===== src/rtl/mul_shift_block.sv =====
// Partial-product generator for a shift-and-add multiplier: one instance per
// multiplier bit, emitting in_a << index when in_b[index] is set, registered.
module mul_shift_block #(
  parameter int A_W   = 4,
  parameter int B_W   = 4,
  parameter int IDX_W = 4,
  parameter int OUT_W = 32
) (
  input  logic             CLK,
  input  logic             RST,
  input  logic [IDX_W-1:0] index,
  input  logic [A_W-1:0]   in_a,
  input  logic [B_W-1:0]   in_b,
  output logic [OUT_W-1:0] res
);

  if (OUT_W < A_W + B_W - 1) begin : g_bad_out_w
    $error("mul_shift_block: OUT_W must be at least A_W + B_W - 1");
  end

  if (IDX_W < $clog2(B_W)) begin : g_bad_idx_w
    $error("mul_shift_block: IDX_W too narrow to address every bit of in_b");
  end

  logic             bit_sel_s;
  logic [OUT_W-1:0] pp_d;
  logic [OUT_W-1:0] res_q;

  // Multiplier bit select; an index at or beyond B_W matches no bit and yields 0.
  always_comb begin
    bit_sel_s = 1'b0;
    for (int i = 0; i < B_W; i++) begin
      bit_sel_s = bit_sel_s | ((index == IDX_W'(i)) & in_b[i]);
    end
  end

  // Zero-extended multiplicand shifted into place; overflow past OUT_W is dropped.
  always_comb begin
    if (bit_sel_s) begin
      pp_d = OUT_W'(in_a) << index;
    end else begin
      pp_d = {OUT_W{1'b0}};
    end
  end

  // Result register; reset wins over the freshly computed partial product.
  always_ff @(posedge CLK) begin
    if (RST) begin
      res_q <= {OUT_W{1'b0}};
    end else begin
      res_q <= pp_d;
    end
  end

  assign res = res_q;

endmodule


===== config.mk =====
export PLATFORM = sky130hd
export DESIGN_NAME = mul_shift_block
export DESIGN_NICKNAME = d
export VERILOG_FILES = /design/src/rtl/mul_shift_block.sv
export SDC_FILE = /design/constraint.sdc
export NUM_CORES = 1
export LEC_CHECK = 0
export BUFFER_PORTS_ARGS = -buffer_cell sky130_fd_sc_hd__buf_2
export CAP_MARGIN = 20
export CORE_ASPECT_RATIO = 0.9
export CORE_MARGIN = 2
export CORE_UTILIZATION = 44
export DETAILED_ROUTE_END_ITERATION = 12
export GPL_TIMING_DRIVEN = 0
export PLACE_DENSITY_LB_ADDON = 0.1
export SLEW_MARGIN = 20
export SYNTH_ARGS = -nofsm -noshare
export SYNTH_HDL_FRONTEND = slang
export SYNTH_SLANG_ARGS = --single-unit

===== constraint.sdc =====
create_clock -name CLK -period 3.65 [get_ports CLK]
set_input_delay 1.095 -clock CLK [delete_from_list [all_inputs] [get_ports CLK]]
set_output_delay 1.095 -clock CLK [all_outputs]
set_load 0.05 [all_outputs]

==> impl_metrics.py, run 1 <==
metrics = {
    "cells_and_area": {
        "multi_input_area_um2": 347.8,
        "fill_cells": 161,
        "drive_gt1_share_pct": 48.78,
        "layout.cells.most_common": "sky130_fd_sc_hd__buf_2",
        "final_cell_area_um2": 1062,
        "insertedDiodeCount": 0,
        "final_core_utilization_pct": 64.51,
        "layout.cells.most_common_list": "32 x sky130_fd_sc_hd__buf_2, 25 x sky130_fd_sc_hd__conb_1, 19 x sky130_fd_sc_hd__dfxtp_1",
        "largest_register_ff_count": 19,
        "area_growth_pct": 40.80,
        "layout.area.seq_um2": 380.4,
        "final_net_count": 138,
    },
    "status": {
        "status": "finished clean",
    },
    "clocking": {
        "cts.repair.resized": 0,
        "cts_htree_levels": 1,
        "cts.clk_slew.worst_paths_ns": 0.11,
        "clock_sink_count": 19,
        "clk_path_buf_depth": 2,
        "clock_tree_from_tritoncts": "yes",
        "ctsHoldBuffers": 0,
        "cts_inserted_buffers": 3,
        "cts.repair_timing.setup_buffer_count": 0,
        "ctsRootBufferMaster": "sky130_fd_sc_hd__clkbuf_4",
    },
    "route": {
        "viasPerCell": 3.884,
        "drt_pass_1_iters": 5,
        "routed_wire_length_per_instance_um": 8.741,
        "detail-route-antenna-nets": 0,
        "detailedRoute.firstIterationViolations": 5,
        "drcViolationCount": 0,
        "route.final.wire_length_um": 1285,
        "routed-via-count": 571,
    },
    "place": {
        "preCtsSetupSlack_ns": 1.511,
        "place.detailed.hpwl_um": 1024,
        "gp_congestion": 0.7448,
        "portBuffers": 32,
        "placed_cell_area_um2": 1035,
    },
    "yosys": {
        "synth_top_family_by_area": "simple AND/OR/NAND/NOR gates",
        "post_synth_mux_area_share_pct": 8.955,
        "syn_avg_cell_area_um2": 11.98,
        "netlist_instances": 63,
        "post-synth-top-area-cell": "sky130_fd_sc_hd__dfxtp_1",
        "synth.area.top_cells": "sky130_fd_sc_hd__dfxtp_1 50%, sky130_fd_sc_hd__buf_4 14%, sky130_fd_sc_hd__mux2i_1 4.0%, sky130_fd_sc_hd__nor4b_4 3.2%, sky130_fd_sc_hd__mux2_2 3.0%",
        "synth_compound_gate_area_share_pct": 7.960,
        "synth_cell_types": 23,
        "synth.ff_latch_count": 19,
        "mappedNetlistArea_um2": 754.5,
        "post_synthesis_share_of_cell_area_spent_on_and_or_nand_and_nor_gates_pct": 16.75,
        "post_synth_fa_ha_maj_area_fraction_pct": 0,
        "synth_largest_type_area_fraction_pct": 50.41,
        "synth_seq_area_share_pct": 50.41,
        "synthXorXnorAreaFrac_pct": 0,
        "synth_warnings": 0,
    },
    "setup_path": {
        "timing.setup.critical_path_class": "flip-flop to primary output",
        "cp-start-kind": "flip-flop",
        "worstPathCellList": "buf_2",
        "setup.worst_path.start": "res[3]$_SDFF_PP0_",
        "critical_path.max_stage_delay_ns": 0.33,
        "worst_path_max_delay_cell": "sky130_fd_sc_hd__dfxtp_1",
        "arrival_ns": 0.87,
        "crit_family": "flip-flops",
        "critical_path_peak_fanout": 1,
        "crit_buf_inv": 1,
        "required_ns": 2.55,
        "endpoint_kind": "primary output",
    },
    "floorplan": {
        "placeableCoreArea_um2": 1647,
        "floorplan.die.width_um": 47.65,
        "die-height_um": 43.29,
        "i_o_pin_count": 46,
        "dieArea_um2": 2063,
        "row_count": 14,
        "start_util_pct": 45.82,
    },
    "grt": {
        "grtUsageTotal_pct": 15.13,
        "grt_start_max_net_pins": 12,
        "first_pass_grt_wire_length_um": 2145,
        "grt_pass1_vias": 542,
        "grt_antenna_before_repair": 0,
        "grt_remaining_overflow": 0,
    },
    "timing": {
        "layout_setup_ws_ns": 1.684,
        "setup_total_negative_slack_ns": 0,
        "finalSetupViolations": 0,
        "min_period_ns": 1.966,
        "fin_hold_ws_ns": 1.057,
        "hold_viol_final": 0,
        "setup_repair_after_global_routing_missed_its_margin": "false",
        "max_freq_mhz": 508.6,
        "post-route-period-util_pct": 53.87,
        "slew_viol_final": 0,
    },
    "power": {
        "pwr_density_cell_nw_per_um2": 407.2,
        "vdd_drop_max_mv": 0.1981,
        "power.static_leakage_nw": 0.5525,
    },
    "worst_hold_path": {
        "min_delay_path_depth": 3,
        "hold_path.startpoint": "in_a[0]",
        "worst_hold_path_type": "input pin to flip-flop",
        "hold_path_end": "res[0]$_SDFF_PP0_",
    },
    "job": {
        "drv.max_cap_violation_count": 0,
    },
}
kinds of logic after synthesis:
kind of cell    Yosys count
compound gates            7
flops                    19
buf+inv                  15
simple gates             15
other cells               1
mux                       6
how the worst max path moves through the flow:
stage,to,slack [ns],cells after the start
global route,res[12],1.63,1
global placement,res[5]$_SDFF_PP0_,1.53,5
finish,res[3],1.68,1
detailed placement,res[5]$_SDFF_PP0_,1.51,5
CTS,res[12],1.67,1
floorplan,res[2]$_SDFF_PP0_,1.75,4
routing by layer:
layer  share of wire, %  vias up  track usage, %
li1                   -      303               -
met1                 40      235           14.62
met2                 50       29           26.76
met3                7.9        4           5.106
met4                2.1        0           8.108
met5                  0        -               0
power breakdown:
group / switching [W] / total (W) / internal [W]
Sequential: 0.00000144 / 0.000217 / 0.000215
Clock: 0.0000629 / 0.000104 / 0.0000408
Combinational: 0.0000803 / 0.000112 / 0.0000319
synthesized netlist by cell type:
library cell	instances
sky130_fd_sc_hd__a211oi_2	1
sky130_fd_sc_hd__a21oi_1	1
sky130_fd_sc_hd__a22oi_1	1
sky130_fd_sc_hd__a22oi_2	1
sky130_fd_sc_hd__a31oi_1	1
sky130_fd_sc_hd__and4_1	1
sky130_fd_sc_hd__and4bb_2	1
sky130_fd_sc_hd__buf_4	14
sky130_fd_sc_hd__buf_6	1
sky130_fd_sc_hd__conb_1	1
sky130_fd_sc_hd__dfxtp_1	19
sky130_fd_sc_hd__mux2_2	2
sky130_fd_sc_hd__mux2_4	1
sky130_fd_sc_hd__mux2i_1	3
sky130_fd_sc_hd__nand2_1	1
sky130_fd_sc_hd__nand2b_1	2
sky130_fd_sc_hd__nand3b_1	2
sky130_fd_sc_hd__nor2_1	5
sky130_fd_sc_hd__nor3_2	1
sky130_fd_sc_hd__nor4_4	1
sky130_fd_sc_hd__nor4b_4	1
sky130_fd_sc_hd__o21a_1	1
sky130_fd_sc_hd__o22a_1	1
final cells by class:
cell class	instances	area share, %
Sequential cell	19	35.81
Multi-Input combinational cell	53	32.74
Timing Repair Buffer	32	15.08
Buffer	15	10.95
Tap cell	24	2.827
Clock buffer	3	2.120
Clock inverter	1	0.4711
per-stage QoR:
step	power, W	std cells
after floorplan	0.0003116	87
after global placement	0.0003317	143
after detailed placement	0.0003329	143
after CTS	0.0004351	147
after global routing	0.0004534	147
final	0.0004326	147
No activity file was read; power rests on OpenSTA's default activity.
==> inputs of run 2 (changes only) <==
Settings changed: ABC_AREA set to 1, CORE_UTILIZATION 44 to 35.
Clock period 3.65 ns to 1.64 ns, I/O delays scaled along.
==> impl_metrics.py, run 2 <==
metrics = {
    "status": {
        "status": "finished clean",
    },
    "timing": {
        "hold_viol_final": 0,
        "max_freq_mhz": 739.0,
        "finalSetupViolations": 0,
        "post-route-period-util_pct": 82.51,
        "setup_total_negative_slack_ns": 0,
        "min_period_ns": 1.353,
        "setup_repair_after_global_routing_missed_its_margin": "false",
        "slew_viol_final": 0,
    },
    "yosys": {
        "post-synth-top-area-cell": "sky130_fd_sc_hd__dfxtp_1",
        "synth_warnings": 0,
        "synth.area.top_cells": "sky130_fd_sc_hd__dfxtp_1 55%, sky130_fd_sc_hd__buf_4 15%, sky130_fd_sc_hd__nand2_1 9.7%, sky130_fd_sc_hd__nand3_1 8.6%, sky130_fd_sc_hd__nand3_2 2.9%",
        "synth.ff_latch_count": 19,
        "synth.top_cells.by_count": "19 x sky130_fd_sc_hd__dfxtp_1, 18 x sky130_fd_sc_hd__nand2_1, 14 x sky130_fd_sc_hd__buf_4",
        "mappedNetlistArea_um2": 695.7,
        "ys_async_rst_share_pct": 0,
        "synth_cell_types": 13,
        "syn_avg_cell_area_um2": 8.806,
        "most_frequently_used_cell_type_in_the_post_synthesis_netlist": "sky130_fd_sc_hd__dfxtp_1",
        "synth_seq_area_share_pct": 54.68,
        "netlist_instances": 79,
        "synth_largest_type_area_fraction_pct": 54.68,
        "synth-main-ff-cell": "sky130_fd_sc_hd__dfxtp_1",
        "synth_enable_flop_cells": 0,
    },
    "grt": {
        "grt_start_max_net_pins": 11,
        "first_pass_grt_wire_length_um": 1994,
        "grt_remaining_overflow": 0,
        "grtUsageTotal_pct": 11.37,
        "grt_antenna_before_repair": 0,
        "grt_pass1_vias": 527,
    },
    "place": {
        "portBuffers": 31,
        "gp_congestion": 0.7774,
        "numPlacedInstances": 159,
        "place.detailed.hpwl_um": 1056,
    },
    "cells_and_area": {
        "final_core_utilization_pct": 52.67,
        "area_growth_pct": 43.53,
        "insertedDiodeCount": 0,
        "post_layout_nonfiller_instances": 163,
        "layout.cells.most_common_list": "31 x sky130_fd_sc_hd__buf_2, 25 x sky130_fd_sc_hd__conb_1, 19 x sky130_fd_sc_hd__dfxtp_1",
        "final_net_count": 153,
        "layout.cells.most_common": "sky130_fd_sc_hd__buf_2",
        "drive_gt1_share_pct": 37.68,
        "largest_register_ff_count": 19,
    },
    "setup_path": {
        "timing.setup.critical_path_class": "flip-flop to primary output",
        "arrival_ns": 0.86,
        "critical_path_peak_fanout": 1,
        "cp-start-kind": "flip-flop",
        "critical_path.max_stage_delay_ns": 0.33,
        "worst_path_max_delay_cell": "sky130_fd_sc_hd__dfxtp_1",
        "worstPathCellList": "buf_2",
        "crit_buf_inv": 1,
        "endpoint_kind": "primary output",
        "required_ns": 1.15,
        "crit_family": "flip-flops",
    },
    "floorplan": {
        "start_util_pct": 36.70,
        "i_o_pin_count": 46,
        "placeableCoreArea_um2": 1896,
        "die-height_um": 46.30,
        "row_count": 15,
        "dieArea_um2": 2361,
        "floorplan.die.width_um": 51.00,
    },
    "route": {
        "drt_pass_1_iters": 4,
        "routed-via-count": 624,
        "routed_wire_length_per_instance_um": 7.859,
        "detail-route-antenna-nets": 0,
        "route.final.wire_length_um": 1281,
        "viasPerCell": 3.828,
        "detailedRoute.firstIterationViolations": 10,
        "drcViolationCount": 0,
    },
    "clocking": {
        "ctsHoldBuffers": 0,
        "cts_inserted_buffers": 3,
        "clk_path_buf_depth": 2,
        "cts.repair.resized": 0,
        "ctsRootBufferMaster": "sky130_fd_sc_hd__clkbuf_4",
        "cts.clk_slew.worst_paths_ns": 0.10,
        "cts.repair_timing.setup_buffer_count": 0,
        "clock_tree_from_tritoncts": "yes",
        "cts_htree_levels": 1,
        "clock_sink_count": 19,
    },
    "worst_hold_path": {
        "worst_hold_path_type": "input pin to flip-flop",
    },
    "power": {
        "power.static_leakage_nw": 0.5559,
        "pwr_density_cell_nw_per_um2": 929.9,
        "vdd_drop_max_mv": 0.5513,
    },
    "job": {
        "drv.max_cap_violation_count": 0,
    },
}
[run 2: kinds of logic after synthesis]
logic type             count (synthesis)  share of synthesized area (%)
AOI/OAI and AO/OA                      3                          2.158
other                                  1                         0.5391
DFF                                   19                          54.68
buffers and inverters                 17                          17.09
and+or+nand+nor                       39                          25.54
[run 2: power by group]
group | internal [W] | leakage, nW | switching [W] | total, W
Clock | 0.0000942 | 0.0150 | 0.000117 | 0.000211
Combinational | 0.0000586 | 0.383 | 0.000177 | 0.000235
Sequential | 0.000479 | 0.158 | 0.00000347 | 0.000482
Total | 0.000631 | 0.556 | 0.000297 | 0.000928
[run 2: final timing paths]
path	from	to	slack [ns]	cells past startpoint
min	index[2]	res[4]$_SDFF_PP0_	0.50	3
max	res[18]$_SDFF_PP0_	res[18]	0.29	1
[run 2: area by class of cell]
| type | count | area (um2) |
|---|---|---|
| sequential | 19 | 380.4 |
| inverter | 3 | 13.76 |
| multi-input combinational | 67 | 286.5 |
| clock buffer | 4 | 26.28 |
| timing repair buffer | 31 | 155.1 |
| fill | 187 | 897.1 |
| tap | 25 | 31.28 |
| buffer | 14 | 105.1 |
[run 2: per-layer routing]
layer	vias up	wire [um]	global-route usage, %
met3	0	120	4.870
met2	33	655	21.04
li1	336	-	-
met1	255	504	12.08
met4	0	0	2.703
met5	-	0	0
[run 2: stage by stage]
step / setup WS, ns / cell area (um2) / hold WS (ns) / power [W]
after floorplan: 0.5225 / 785.8 / 0.6391 / 0.0006847
after CTS: 0.2680 / 998.5 / 0.4844 / 0.0009394
after global routing: 0.2353 / 998.5 / 0.4938 / 0.0009770
final: 0.2869 / 998.5 / 0.5003 / 0.0009285
after global placement: 0.3487 / 972.2 / 0.8037 / 0.0007243
after detailed placement: 0.3505 / 972.2 / 0.7995 / 0.0007264
==> inputs of run 3 (changes only) <==
Clock period 1.64 ns to 1.09 ns, I/O delays scaled along.
==> impl_metrics.py, run 3 (synthesis gave the netlist of run 2 again) <==
metrics = {
    "floorplan": {
        "placeableCoreArea_um2": 1896,
        "die-height_um": 46.30,
        "dieArea_um2": 2361,
        "floorplan.die.width_um": 51.00,
        "i_o_pin_count": 46,
        "row_count": 15,
        "start_util_pct": 36.70,
    },
    "route": {
        "viasPerCell": 3.822,
        "drt_pass_1_iters": 4,
        "drcViolationCount": 0,
        "route.final.wire_length_um": 1332,
        "routed-via-count": 623,
        "routed_wire_length_per_instance_um": 8.172,
        "detail-route-antenna-nets": 0,
        "detailedRoute.firstIterationViolations": 10,
    },
    "setup_path": {
        "worst_path_max_delay_cell": "sky130_fd_sc_hd__dfxtp_2",
        "cp-start-kind": "flip-flop",
        "critical_path_peak_fanout": 1,
        "required_ns": 0.76,
        "timing.setup.critical_path_class": "flip-flop to primary output",
        "crit_buf_inv": 1,
        "path_depth": 1,
        "critical_path.max_stage_delay_ns": 0.35,
        "crit_family": "flip-flops",
        "arrival_ns": 0.77,
        "worstPathCellList": "buf_8",
        "endpoint_kind": "primary output",
        "setup.worst_path.end": "res[8]",
        "setup.worst_path.start": "res[8]$_SDFF_PP0_",
    },
    "cells_and_area": {
        "final_net_count": 153,
        "area_growth_pct": 67.81,
        "largest_register_ff_count": 19,
        "fill_cells": 163,
        "layout.cells.most_common_list": "25 x sky130_fd_sc_hd__conb_1, 19 x sky130_fd_sc_hd__dfxtp_2, 18 x sky130_fd_sc_hd__nand2_1",
        "drive_gt1_share_pct": 51.45,
        "layout.cells.most_common": "sky130_fd_sc_hd__conb_1",
        "final_cell_area_um2": 1167,
        "insertedDiodeCount": 0,
    },
    "grt": {
        "grt_pass1_vias": 561,
        "grtUsageTotal_pct": 12.28,
        "grt_start_max_net_pins": 11,
        "first_pass_grt_wire_length_um": 2159,
        "grt_antenna_before_repair": 0,
        "grt_remaining_overflow": 0,
    },
    "clocking": {
        "ctsRootBufferMaster": "sky130_fd_sc_hd__clkbuf_4",
        "clock_tree_from_tritoncts": "yes",
        "clk_path_buf_depth": 2,
        "cts_inserted_buffers": 3,
        "cts_htree_levels": 1,
        "cts.clk_slew.worst_paths_ns": 0.10,
        "clock_sink_count": 19,
    },
    "power": {
        "pwr_density_cell_nw_per_um2": 1243,
        "post-layout-total-power_w": 0.001451,
        "vdd_drop_max_mv": 0.6860,
        "power.static_leakage_nw": 0.5976,
    },
    "place": {
        "place.detailed.hpwl_um": 1056,
        "gp_congestion": 0.7774,
        "portBuffers": 31,
        "preCtsSetupSlack_ns": -0.03447,
        "placed_cell_area_um2": 972.2,
    },
    "timing": {
        "finalSetupViolations": 3,
        "max_freq_mhz": 909.2,
        "layout_setup_ws_ns": -0.009877,
        "min_period_ns": 1.100,
        "hold_viol_final": 0,
        "post-route-period-util_pct": 100.9,
        "setup_repair_after_global_routing_missed_its_margin": "true",
        "slew_viol_final": 0,
    },
    "worst_hold_path": {
        "worst_hold_path_type": "input pin to flip-flop",
    },
    "status": {
        "status": "complete, but fails checks",
        "failed_checks": "negative setup slack",
    },
    "job": {
        "drv.max_cap_violation_count": 0,
    },
}
run 3: per-layer routing:
layer | up-vias | routed length, um | track usage [%]
li1 | 334 | - | -
met1 | 262 | 520 | 12.67
met2 | 27 | 715 | 23.64
met3 | 0 | 96 | 4.870
met4 | 0 | 0 | 2.703
met5 | - | 0 | 0
run 3: area by class of cell:
class                           instances  area, um2  share of cell area, %
Inverter                                3      13.76                  1.179
Clock buffer                            4      26.28                  2.251
Buffer                                 14      105.1                  9.003
Sequential cell                        19      404.1                  34.62
Multi-Input combinational cell         67      286.5                  24.54
Timing Repair Buffer                   31      300.3                  25.72
Tap cell                               25      31.28                  2.680
run 3: report_power, final:
part / switching [W] / internal [W]
Sequential: 0.0000136 / 0.000725
Combinational: 0.000266 / 0.000127
Clock: 0.000178 / 0.000142
run 3: through the flow:
stage               setup TNS [ns]  utilization, %  cells  hold WS, ns
global route               -0.6355           61.58    163       0.3185
floorplan                        0               -    103       0.4741
CTS                        -0.1362           60.79    163       0.3121
detailed placement         -0.1158           51.29    159       0.6345
global placement          -0.09317           51.29    159       0.6387
finish                    -0.01867           61.58    163       0.3269
run 3: how the worst min path moves through the flow:
stage,startpoint,end,depth (start not counted)
3_3_place_gp,index[2],res[4]$_SDFF_PP0_,3
6_report,index[2],res[4]$_SDFF_PP0_,3
3_5_place_dp,index[2],res[4]$_SDFF_PP0_,3
4_1_cts,index[2],res[4]$_SDFF_PP0_,3
5_1_grt,index[2],res[4]$_SDFF_PP0_,3
2_1_floorplan,index[2],res[4]$_SDFF_PP0_,2
run 3: timing repair:
item | CTS | global route
endpoints found under the hold margin | 0 | 0
resized for setup | 60 | 4
setup buffers | 0 | 0
setup endpoints to repair | 19 | 19
hold buffers | 0 | 0
